==> config.mk <==
export PLATFORM = sky130hd
export DESIGN_NAME = ibuf_responder
export DESIGN_NICKNAME = d
export VERILOG_FILES = /design/src/rtl/ibuf_pkg.sv /design/src/rtl/ibuf_bank.sv /design/src/rtl/ibuf_responder.sv
export SDC_FILE = /design/constraint.sdc
export NUM_CORES = 1
export LEC_CHECK = 0
export ABC_AREA = 1
export ABC_CLOCK_PERIOD_IN_PS = 4050
export BUFFER_PORTS_ARGS = -buffer_cell sky130_fd_sc_hd__buf_2
export CAP_MARGIN = 40
export CORE_MARGIN = 2
export CORE_UTILIZATION = 50
export DETAILED_ROUTE_END_ITERATION = 12
export PLACE_DENSITY_LB_ADDON = 0.08
export SYNTH_ARGS = -nofsm -noshare
export SYNTH_HDL_FRONTEND = slang
export SYNTH_SLANG_ARGS = --single-unit
==> constraint.sdc <==
create_clock -name clk -period 4.05 [get_ports clk]
set_clock_uncertainty 0.05 [all_clocks]
set_input_delay 0.81 -clock clk [delete_from_list [all_inputs] [get_ports clk]]
set_output_delay 0.81 -clock clk [all_outputs]
set_load 0.03 [all_outputs]
==> src/rtl/ibuf_pkg.sv <==
// ibuf_pkg: types and constants shared by the input-buffer responder and the
// buffer-interface initiator.
//   rpsel_e : read mode encoding (RR / BR / RP / NE = no request)
//   state_e : write-side block state (FILL / FULL)
//   RD_LAT  : request-to-response latency in cycles
package ibuf_pkg;

   typedef enum logic [1:0] {
      RR = 2'b00,
      BR = 2'b01,
      RP = 2'b10,
      NE = 2'b11
   } rpsel_e;

   typedef enum logic {
      FILL = 1'b0,
      FULL = 1'b1
   } state_e;

   localparam int unsigned RD_LAT = 3;

endpackage

==> src/rtl/ibuf_bank.sv <==
// ibuf_bank: one bank of ROWS x COLS x DW pixel storage.
// Ports:
//   clk      clock
//   we_i     write one pixel at (wrow_i, wcol_i)
//   wrow_i   bank row being written
//   wcol_i   pixel column being written
//   wdata_i  pixel value
//   rrow_i   row to read; the whole row is registered every cycle
//   rdata_o  registered row vector, pixel x at [x*DW +: DW]
// Storage has no reset. A read and a write on the same edge return the
// pre-write contents.
module ibuf_bank #(
   parameter  int unsigned ROWS = 4,
   parameter  int unsigned COLS = 8,
   parameter  int unsigned DW   = 8,
   localparam int unsigned RW   = (ROWS > 1) ? $clog2(ROWS) : 1,
   localparam int unsigned CW   = (COLS > 1) ? $clog2(COLS) : 1
) (
   input  logic                 clk,
   input  logic                 we_i,
   input  logic [RW-1:0]        wrow_i,
   input  logic [CW-1:0]        wcol_i,
   input  logic [DW-1:0]        wdata_i,
   input  logic [RW-1:0]        rrow_i,
   output logic [COLS*DW-1:0]   rdata_o
);

   logic [COLS*DW-1:0] mem_q [ROWS];
   logic [COLS*DW-1:0] rdata_q;

   always_ff @(posedge clk) begin
      if (we_i) begin
         mem_q[wrow_i][wcol_i*DW +: DW] <= wdata_i;
      end
      rdata_q <= mem_q[rrow_i];
   end

   assign rdata_o = rdata_q;

endmodule

==> src/rtl/ibuf_responder.sv <==
// ibuf_responder: input-buffer storage answering the initiator's
// rpsel/bank/row/col read protocol with a fixed 3-cycle response.
// Image row y is stored in bank y%POY, bank row y/POY; pixel x in column x.
// Ports:
//   clk, rst_n   clock, synchronous active-low reset
//   wr_valid/wr_ready/wr_data  raster-order pixel write stream
//   blkend       one-cycle pulse when a full block is resident
//   blk_release  one-cycle pulse from the consumer: block consumed
//   rpsel/bank/row/col         read request (rpsel = NE means idle)
//   rd_valid     response valid, 3 cycles after the request cycle
//   rd_data      POY lanes, lane i at [i*COLS*DW +: COLS*DW]
//   addr_err     sticky flag: request with no block resident or bad address
// Optional build macro IBUF_PINGPONG_EN: two block copies, the write half
// fills while the read half is being consumed.
module ibuf_responder
   import ibuf_pkg::*;
#(
   parameter int unsigned POY  = 3,
   parameter int unsigned ROWS = 4,
   parameter int unsigned COLS = 8,
   parameter int unsigned DW   = 8
) (
   input  logic                    clk,
   input  logic                    rst_n,
   input  logic                    wr_valid,
   output logic                    wr_ready,
   input  logic [DW-1:0]           wr_data,
   output logic                    blkend,
   input  logic                    blk_release,
   input  logic [1:0]              rpsel,
   input  logic [1:0]              bank,
   input  logic [1:0]              row,
   input  logic [27:0]             col,
   output logic                    rd_valid,
   output logic [POY*COLS*DW-1:0]  rd_data,
   output logic                    addr_err
);

   localparam int unsigned CW   = (COLS > 1) ? $clog2(COLS) : 1;
   localparam int unsigned RW   = (ROWS > 1) ? $clog2(ROWS) : 1;
   localparam int unsigned BW   = (POY  > 1) ? $clog2(POY)  : 1;
   localparam int unsigned LANE = COLS * DW;
`ifdef IBUF_PINGPONG_EN
   localparam int unsigned HALVES = 2;
`else
   localparam int unsigned HALVES = 1;
`endif
   localparam int unsigned NB = HALVES * POY;
   localparam int unsigned IW = (NB > 1) ? $clog2(NB) : 1;

   // ---------------- write side ----------------
   state_e           state_q, state_d;
   logic [CW-1:0]    col_cnt_q, col_cnt_d;
   logic [BW-1:0]    bank_cnt_q, bank_cnt_d;
   logic [RW-1:0]    row_cnt_q, row_cnt_d;
   logic             blkend_q, blkend_d;
   logic             accept, col_last, bank_last, row_last, last_pix;
   logic             rd_ok;
   logic [HALVES-1:0] half_wsel;

`ifdef IBUF_PINGPONG_EN
   logic             wr_half_q, wr_half_d;
   logic             busy_q, busy_d;
   logic             busy_eff;
   assign rd_ok     = busy_q;
   assign half_wsel = {wr_half_q, ~wr_half_q};
   assign busy_eff  = busy_q && !blk_release;
`else
   assign rd_ok     = (state_q == FULL);
   assign half_wsel = 1'b1;
`endif

   assign wr_ready  = (state_q == FILL);
   assign accept    = wr_valid && wr_ready;
   assign col_last  = (col_cnt_q  == CW'(COLS - 1));
   assign bank_last = (bank_cnt_q == BW'(POY - 1));
   assign row_last  = (row_cnt_q  == RW'(ROWS - 1));
   assign last_pix  = col_last && bank_last && row_last;

   always_comb begin
      state_d    = state_q;
      col_cnt_d  = col_cnt_q;
      bank_cnt_d = bank_cnt_q;
      row_cnt_d  = row_cnt_q;
      blkend_d   = 1'b0;
`ifdef IBUF_PINGPONG_EN
      wr_half_d  = wr_half_q;
      busy_d     = busy_q;
`endif
      if (accept) begin
         if (col_last) begin
            col_cnt_d = '0;
            if (bank_last) begin
               bank_cnt_d = '0;
               row_cnt_d  = row_last ? '0 : row_cnt_q + 1'b1;
            end else begin
               bank_cnt_d = bank_cnt_q + 1'b1;
            end
         end else begin
            col_cnt_d = col_cnt_q + 1'b1;
         end
      end
      case (state_q)
         FILL: begin
`ifdef IBUF_PINGPONG_EN
            // A release arriving together with the last pixel frees the
            // read half in time for an immediate swap.
            busy_d = busy_eff;
            if (accept && last_pix) begin
               if (!busy_eff) begin
                  wr_half_d = ~wr_half_q;
                  busy_d    = 1'b1;
                  blkend_d  = 1'b1;
               end else begin
                  state_d = FULL;
               end
            end
`else
            if (accept && last_pix) begin
               state_d  = FULL;
               blkend_d = 1'b1;
            end
`endif
         end
         FULL: begin
            if (blk_release) begin
               state_d    = FILL;
               col_cnt_d  = '0;
               bank_cnt_d = '0;
               row_cnt_d  = '0;
`ifdef IBUF_PINGPONG_EN
               wr_half_d  = ~wr_half_q;
               busy_d     = 1'b1;
               blkend_d   = 1'b1;
`endif
            end
         end
         default: state_d = FILL;
      endcase
   end

   always_ff @(posedge clk) begin
      if (!rst_n) begin
         state_q    <= FILL;
         col_cnt_q  <= '0;
         bank_cnt_q <= '0;
         row_cnt_q  <= '0;
         blkend_q   <= 1'b0;
`ifdef IBUF_PINGPONG_EN
         wr_half_q  <= 1'b0;
         busy_q     <= 1'b0;
`endif
      end else begin
         state_q    <= state_d;
         col_cnt_q  <= col_cnt_d;
         bank_cnt_q <= bank_cnt_d;
         row_cnt_q  <= row_cnt_d;
         blkend_q   <= blkend_d;
`ifdef IBUF_PINGPONG_EN
         wr_half_q  <= wr_half_d;
         busy_q     <= busy_d;
`endif
      end
   end

   assign blkend = blkend_q;

   // ---------------- read pipeline ----------------
   // Stage 1 registers the request and its error status, stage 2 is the
   // bank row read, stage 3 is the lane mux into the output register.
   rpsel_e            req_mode;
   logic              row_oob, bank_oob, col_oob, req_oob;
   logic [RD_LAT-1:0] vld_q;
   rpsel_e            s1_mode_q, s2_mode_q;
   logic [BW-1:0]     s1_bank_q, s2_bank_q;
   logic [RW-1:0]     s1_row_q;
   logic [CW-1:0]     s1_col_q, s2_col_q;
   logic              s1_err_q, s2_err_q;
   logic              s1_half_q, s2_half_q;
   logic [LANE-1:0]   bdat [NB];
   logic [LANE-1:0]   sel_row;
   logic [POY*LANE-1:0] lanes_d, rd_data_q;
   logic              addr_err_q;
   int unsigned       hoff;

   assign req_mode = rpsel_e'(rpsel);

   always_comb begin
      row_oob  = (32'(row)  >= ROWS);
      bank_oob = (32'(bank) >= POY);
      col_oob  = (32'(col)  >= COLS);
      req_oob  = 1'b0;
      case (req_mode)
         RR:      req_oob = row_oob;
         BR:      req_oob = row_oob || bank_oob;
         RP:      req_oob = row_oob || bank_oob || col_oob;
         default: req_oob = 1'b0;
      endcase
   end

   always_ff @(posedge clk) begin
      s1_mode_q <= req_mode;
      s1_bank_q <= BW'(bank);
      s1_row_q  <= RW'(row);
      s1_col_q  <= CW'(col);
      s1_err_q  <= !rd_ok || req_oob;
`ifdef IBUF_PINGPONG_EN
      s1_half_q <= ~wr_half_q;
`else
      s1_half_q <= 1'b0;
`endif
      s2_mode_q <= s1_mode_q;
      s2_bank_q <= s1_bank_q;
      s2_col_q  <= s1_col_q;
      s2_err_q  <= s1_err_q;
      s2_half_q <= s1_half_q;
   end

   for (genvar h = 0; h < HALVES; h++) begin : g_half
      for (genvar b = 0; b < POY; b++) begin : g_bank
         ibuf_bank #(
            .ROWS (ROWS),
            .COLS (COLS),
            .DW   (DW)
         ) u_bank (
            .clk     (clk),
            .we_i    (accept && half_wsel[h] && (bank_cnt_q == BW'(b))),
            .wrow_i  (row_cnt_q),
            .wcol_i  (col_cnt_q),
            .wdata_i (wr_data),
            .rrow_i  (s1_row_q),
            .rdata_o (bdat[h*POY+b])
         );
      end
   end

   always_comb begin
      lanes_d = '0;
      sel_row = '0;
      hoff    = (HALVES > 1 && s2_half_q) ? POY : 0;
      if (!s2_err_q) begin
         case (s2_mode_q)
            RR: begin
               for (int unsigned i = 0; i < POY; i++) begin
                  lanes_d[i*LANE +: LANE] = bdat[IW'(hoff + i)];
               end
            end
            BR: lanes_d[(POY-1)*LANE +: LANE] = bdat[IW'(hoff + 32'(s2_bank_q))];
            RP: begin
               sel_row = bdat[IW'(hoff + 32'(s2_bank_q))];
               lanes_d[(POY-1)*LANE +: DW] = sel_row[s2_col_q*DW +: DW];
            end
            default: lanes_d = '0;
         endcase
      end
   end

   always_ff @(posedge clk) begin
      if (!rst_n) begin
         vld_q      <= '0;
         rd_data_q  <= '0;
         addr_err_q <= 1'b0;
      end else begin
         vld_q <= {vld_q[RD_LAT-2:0], (req_mode != NE)};
         if (vld_q[RD_LAT-2]) begin
            rd_data_q <= lanes_d;
            if (s2_err_q) begin
               addr_err_q <= 1'b1;
            end
         end
      end
   end

   assign rd_valid = vld_q[RD_LAT-1];
   assign rd_data  = rd_data_q;
   assign addr_err = addr_err_q;

endmodule

# After elaboration in Yosys (flattened, before gate mapping)
# Memories as Yosys holds them, arrays and structs flattened. A register that Yosys moved wholly into a read port is not among the register bits.
# Cells that the tools add are included.
[word_totals]
in_bits = 46
ramBits = 768
regBits = 223
memories = 3
rom_bits = 0
latchBits = 0
elab_cells = 88
[mem_list]
columns = ["name", "depth", "word_bits", "rd", "rd_ports_with_merged_regs", "write_ports", "line", "rtl"]
rows = [
  ["g_half[0].g_bank[0].u_bank.mem_q", 4, 64, 1, 1, 1, "ibuf_bank.sv:28", "logic [COLS*DW-1:0] mem_q [ROWS];"],
  ["g_half[0].g_bank[1].u_bank.mem_q", 4, 64, 1, 1, 1, "ibuf_bank.sv:28", ""],
  ["g_half[0].g_bank[2].u_bank.mem_q", 4, 64, 1, 1, 1, "ibuf_bank.sv:28", ""],
]
[classes]
shift = 3
n_lt_le_gt_ge = 3
div = 0
n_eq_ne = 9
mul = 0
n_mux = 32
addsub = 4
n_bitwise = 3
reduce_logical = 14
[op_table]
columns = ["operator", "count"]
rows = [
  ["$mux 64", 5],
  ["$mux 192", 1],
  ["$bmux 64 s2", 1],
  ["$mux 128", 1],
  ["$pmux 56 s2", 1],
  ["$shift 8x34->64 const A", 1],
  ["$shiftx 64x7->8", 1],
  ["$shiftx 8x34->64", 1],
  ["$neg 6->34", 1],
  ["$ge 28x4->1 const B", 1],
  ["$pmux 8 s3", 1],
  ["$mux 2", 11],
  ["$mux 3", 4],
  ["$eq 2x2->1 const B", 4],
  ["$logic_and 1x1->1", 7],
  ["$eq 2x1->1 const B", 3],
  ["$mux 1", 5],
  ["$add 2x1->2 const B", 2],
  ["$logic_not 2->1", 2],
  ["$pmux 1 s2", 2],
  ["$add 3x1->3 const B", 1],
  ["$eq 3x3->1 const B", 1],
  ["$ge 3x3->1 const B", 1],
  ["$not 2->3", 1],
  ["7 further kinds", 9],
]

# Longest topological paths before layout
[logic_depth]
word_depth = 7
depth_mapped = 12
depth_no_buf = 11

# Hierarchy
# From an unflattened synthesis, not the netlist that was laid out.
[hier_totals]
hier_cells = 4476
hier_area_um2 = 46310.7
[modules_own_cells]
columns = ["mod", "instances", "area_per_inst_um2", "cells_per_inst"]
rows = [
  ["ibuf_bank at g_half[0].g_bank[1].u_bank", 1, 12157.9, 1007],
  ["ibuf_bank at g_half[0].g_bank[0].u_bank", 1, 12156.7, 1007],
  ["ibuf_bank at g_half[0].g_bank[2].u_bank", 1, 11619.9, 868],
  ["ibuf_responder", 1, 10376.2, 1594],
]

# Least setup slack after synthesis
# No wires, ideal clock.
[synth_timing]
kind = "register -> register"
from = "register col_cnt_q[0]"
to = "memory g_half[0].g_bank[1].u_bank.mem_q[0][32] (netlist bit) (enable)"
path_stages_with_launch = 13
path_slack_ns = 1.115
t_arrival_ns = 2.514
cell_sequence = "dfxtp_1 buf_2 inv_1 ha_1 ha_1 clkinv_1 nor2_2 inv_2 nor2_2 inv_2 nor2_4 nand2_1 nor2_1"
[synth_between]
elab_chain_cells = 3
[synth_lines]
columns = ["item", "line", "rtl"]
rows = [
  ["start: declaration", "ibuf_responder.sv:53", "logic [CW-1:0] col_cnt_q, col_cnt_d;"],
  ["start signal: assignment", "ibuf_responder.sv:155", "col_cnt_q <= col_cnt_d;"],
  ["$neg 6->34", "ibuf_bank.sv:33", "mem_q[wrow_i][wcol_i*DW +: DW] <= wdata_i;"],
  ["$shift 8x34->64", "ibuf_bank.sv:33", ""],
  ["$mux 64 (not written as such)", "ibuf_bank.sv:33", ""],
  ["end: declaration", "ibuf_bank.sv:28", ""],
]
# Every way passes these cells.

# Worst setup path in the final report
[layout_timing]
from = "register col_cnt_q[0]"
to = "memory g_half[0].g_bank[1].u_bank.mem_q[0][34] (netlist bit) (enable)"
# Same word-level chain as after synthesis.

==> impl_metrics.toml <==
[status]
status = "complete, no violations"

[place]
dp_slack_ps = 633
io_buffers = 241
post-dp-hpwl_um = 89500
place.gp.congestion = 0.931
dp.cells = 5261

[power_and_ir_drop]
p_per_area_mw_per_mm2 = 499
peakVddDrop_uv = 378
combPwrFrac_pct = 5.1
p_sw_mw = 5.71
clock_power_share_pct = 43.5
p_int_mw = 19.8
switching_share_pct = 22.4
pwr-share-seq_pct = 51.4
leakage_nw = 19.2

[cts]
clock_latency_ps = 710
clkTransAtPathRegs_ps = 60
cts-resized-gates = 0
clock_path_buffers = 3
root_buffer = "clkbuf_16"
htree_levels = 3
cts_tree = "built"
cts_buffers = 118
cts_sinks = 1183
postCtsSetupRepairBufs = 0
ctsHoldBuffers = 0

[routing]
drt_iter0_drc = 3995
ant_nets = 0
avgRoutedWirePerCell_um = 24.1
viasPerCell = 5.72
drc = 0
drtPass1Iterations = 6
wirelength_um = 132000
dr_total_vias = 31400

[grt]
use_met1_pct = 42.6
grt_busiest_layer = "met2"
grt_max_degree = 243
grt.met3_usage_pct = 5.57
grt.met2_usage_pct = 44.0
grt_overflow = 0
grt_pass1_wl_um = 194000
first_global_vias = 29000
antenna_found_initial = 8
grt_use_total_pct = 29.0

[synthesis]
synth-edff-count = 768
synth_cell_types = 30
synth_cells = 3931
synth-seq-cells = 1183
yosysWarnings = 0
synthTopCellsByArea = "edfxtp_1, dfxtp_1, nor2_1"
synth-compound-area-share_pct = 9.95
synthAdderAreaFrac_pct = 0.400
async_flop_share_pct = 0
synthXorXnorAreaFrac_pct = 0
seq_area_frac_synth_pct = 71.7
synthMuxAreaShare_pct = 0
syn_nets = 3991
yosysTopAreaCell = "edfxtp_1"
synth_top_area_share_pct = 52.7
syn_area_mm2 = 0.0438
synth_top_family_by_area = "simple AND/OR/NAND/NOR gates"
yosys.area_share.simple_pct = 14.5
syn_avg_cell_area_um2 = 11.1
ys.flop_type = "edfxtp_1"

[layout]
nets = 4287
layout-drive-gt1-share_pct = 15.1
area_growth_pct = 16.9
stdcell_count = 5489
final_cell_mix = "edfxtp_1, nor2_1, nand2_1"
layout_commonest_cell = "edfxtp_1"

[flow_run]
max_cap_violations = 0

[floorplanning]
start_util_pct = 50.4
rows = 108
core_mm2 = 0.0868
io-pin-count = 242
die_y_um = 300
die_x_um = 300
floorplan.die_area_mm2 = 0.0899

[sta]
holdWs_ps = 160
slew_violations = 0
period_share_pct = 86.1
setup_ws_ps = 563
final-setup-viol-count = 0
worstMarginPinSlew_ps = 1200
rsz0062_at_grt = "no"
min_period_ps = 3490
hold_viol_final = 0
slew_headroom_pct = 20.2
setup_tns_ps = 0
fmax_mhz = 287

[worst_hold_path]
min-delay-start = "row[1]"
min_path_type = "in -> reg"

[worst_setup_path]
cp.arrival_ps = 3840
startpoint_type = "flop"
crit_required_ps = 4400
end_kind = "flop"
r2r_setup_slack_ps = 560
crit_fanout = 12
r2r_start = "col_cnt_q[0]"
crit_type = "reg -> reg"
crit_start = "col_cnt_q[0]"
==> Yosys cell counts, types with 2 or more instances <==
cell type / instances
a211oi_1: 6
a21oi_1: 162
a31oi_1: 56
buf_1: 31
buf_2: 27
buf_4: 2
buf_6: 2
clkbuf_1: 202
clkinv_1: 3
dfxtp_1: 415
edfxtp_1: 768
ha_1: 14
inv_1: 112
inv_2: 5
nand2_1: 507
nand3_1: 359
nor2_1: 639
nor2_2: 2
nor2_4: 2
nor3_1: 4
nor4_1: 5
o21ai_0: 386
o22ai_1: 192
or2_0: 20
or2_2: 5
==> final timing paths <==
check | endpoint | depth (start not counted)
max reg2reg | g_half[0].g_bank[1].u_bank.mem_q[0][34] | 12
min reg2reg | s2_err_q | 0
max | g_half[0].g_bank[1].u_bank.mem_q[0][34] | 12
min | s1_row_q[1] | 1
==> cells by family (layout without fill, tap and decap cells) <==
kind of cell,Yosys count,after routing
simple gates,1546,1546
buf+inv,384,785
fa+ha+maj,14,14
compound gates,804,804
other cells,0,2
flops,1183,1183
==> sequential cells by signal, indices dropped and copies added, names as in the netlist <==
signal                        flops
g_half.g_bank.u_bank.mem_q      768
g_half.g_bank.u_bank.rdata_o    192
rd_data                         192
col_cnt_q                         3
s1_col_q                          3
s2_col_q                          3
vld_q                             3
bank_cnt_q                        2
row_cnt_q                         2
s1_bank_q                         2
s1_mode_q                         2
s1_row_q                          2
s2_bank_q                         2
s2_mode_q                         2
addr_err                          1
blkend                            1
rd_ok                             1
s1_err_q                          1
s2_err_q                          1
==> layer usage <==
| metal | up-vias | part of all wire [%] |
|---|---|---|
| met2 | 1481 | 45 |
| met5 | - | 0.052 |
| met4 | 10 | 2.9 |
| met1 | 15200 | 44 |
| li1 | 14400 | - |
| met3 | 251 | 8.7 |
==> final cells by class <==
class                      instances  area [um2]
clock inverter                    53         487
tap                             1155        1450
inverter                         120         470
clock buffer                     172        3510
fill                            7322       35600
antenna                            2        5.00
multi-input combinational       2364       10900
timing repair buffer             440        2930
sequential                      1183       31400
==> power groups by stage <==
| stage | logic, mW | clock network (mW) | registers, mW |
|---|---|---|---|
| 2_1_floorplan | 0.784 | 0 | 13.3 |
| 6_report | 1.31 | 11.1 | 13.1 |
| 3_5_place_dp | 1.29 | 0 | 13.4 |
| 3_3_place_gp | 1.28 | 0 | 13.4 |
| 4_1_cts | 1.29 | 11.2 | 13.1 |
| 5_1_grt | 1.42 | 11.7 | 13.1 |
==> per-stage QoR <==
step | power, mW | util (%) | instance area (um2)
after floorplan | 14.0 | - | 43800
after global placement | 14.6 | 54.2 | 47000
after detailed placement | 14.6 | 54.3 | 47100
after CTS | 25.6 | 58.9 | 51100
after global routing | 26.2 | 58.9 | 51100
final | 25.5 | 59.0 | 51100
==> worst max-delay path: stages (launching register included) <==
cell and delay (ps):
dfxtp_1 570, inv_1 190, ha_1 240, ha_1 480, clkinv_1 310, nor2_2 420, inv_2 70, nor2_2 100
inv_2 120, nor2_4 190, nand2_1 150, nor2_1 120, buf_4 180
(Power assumes the default switching activity.)
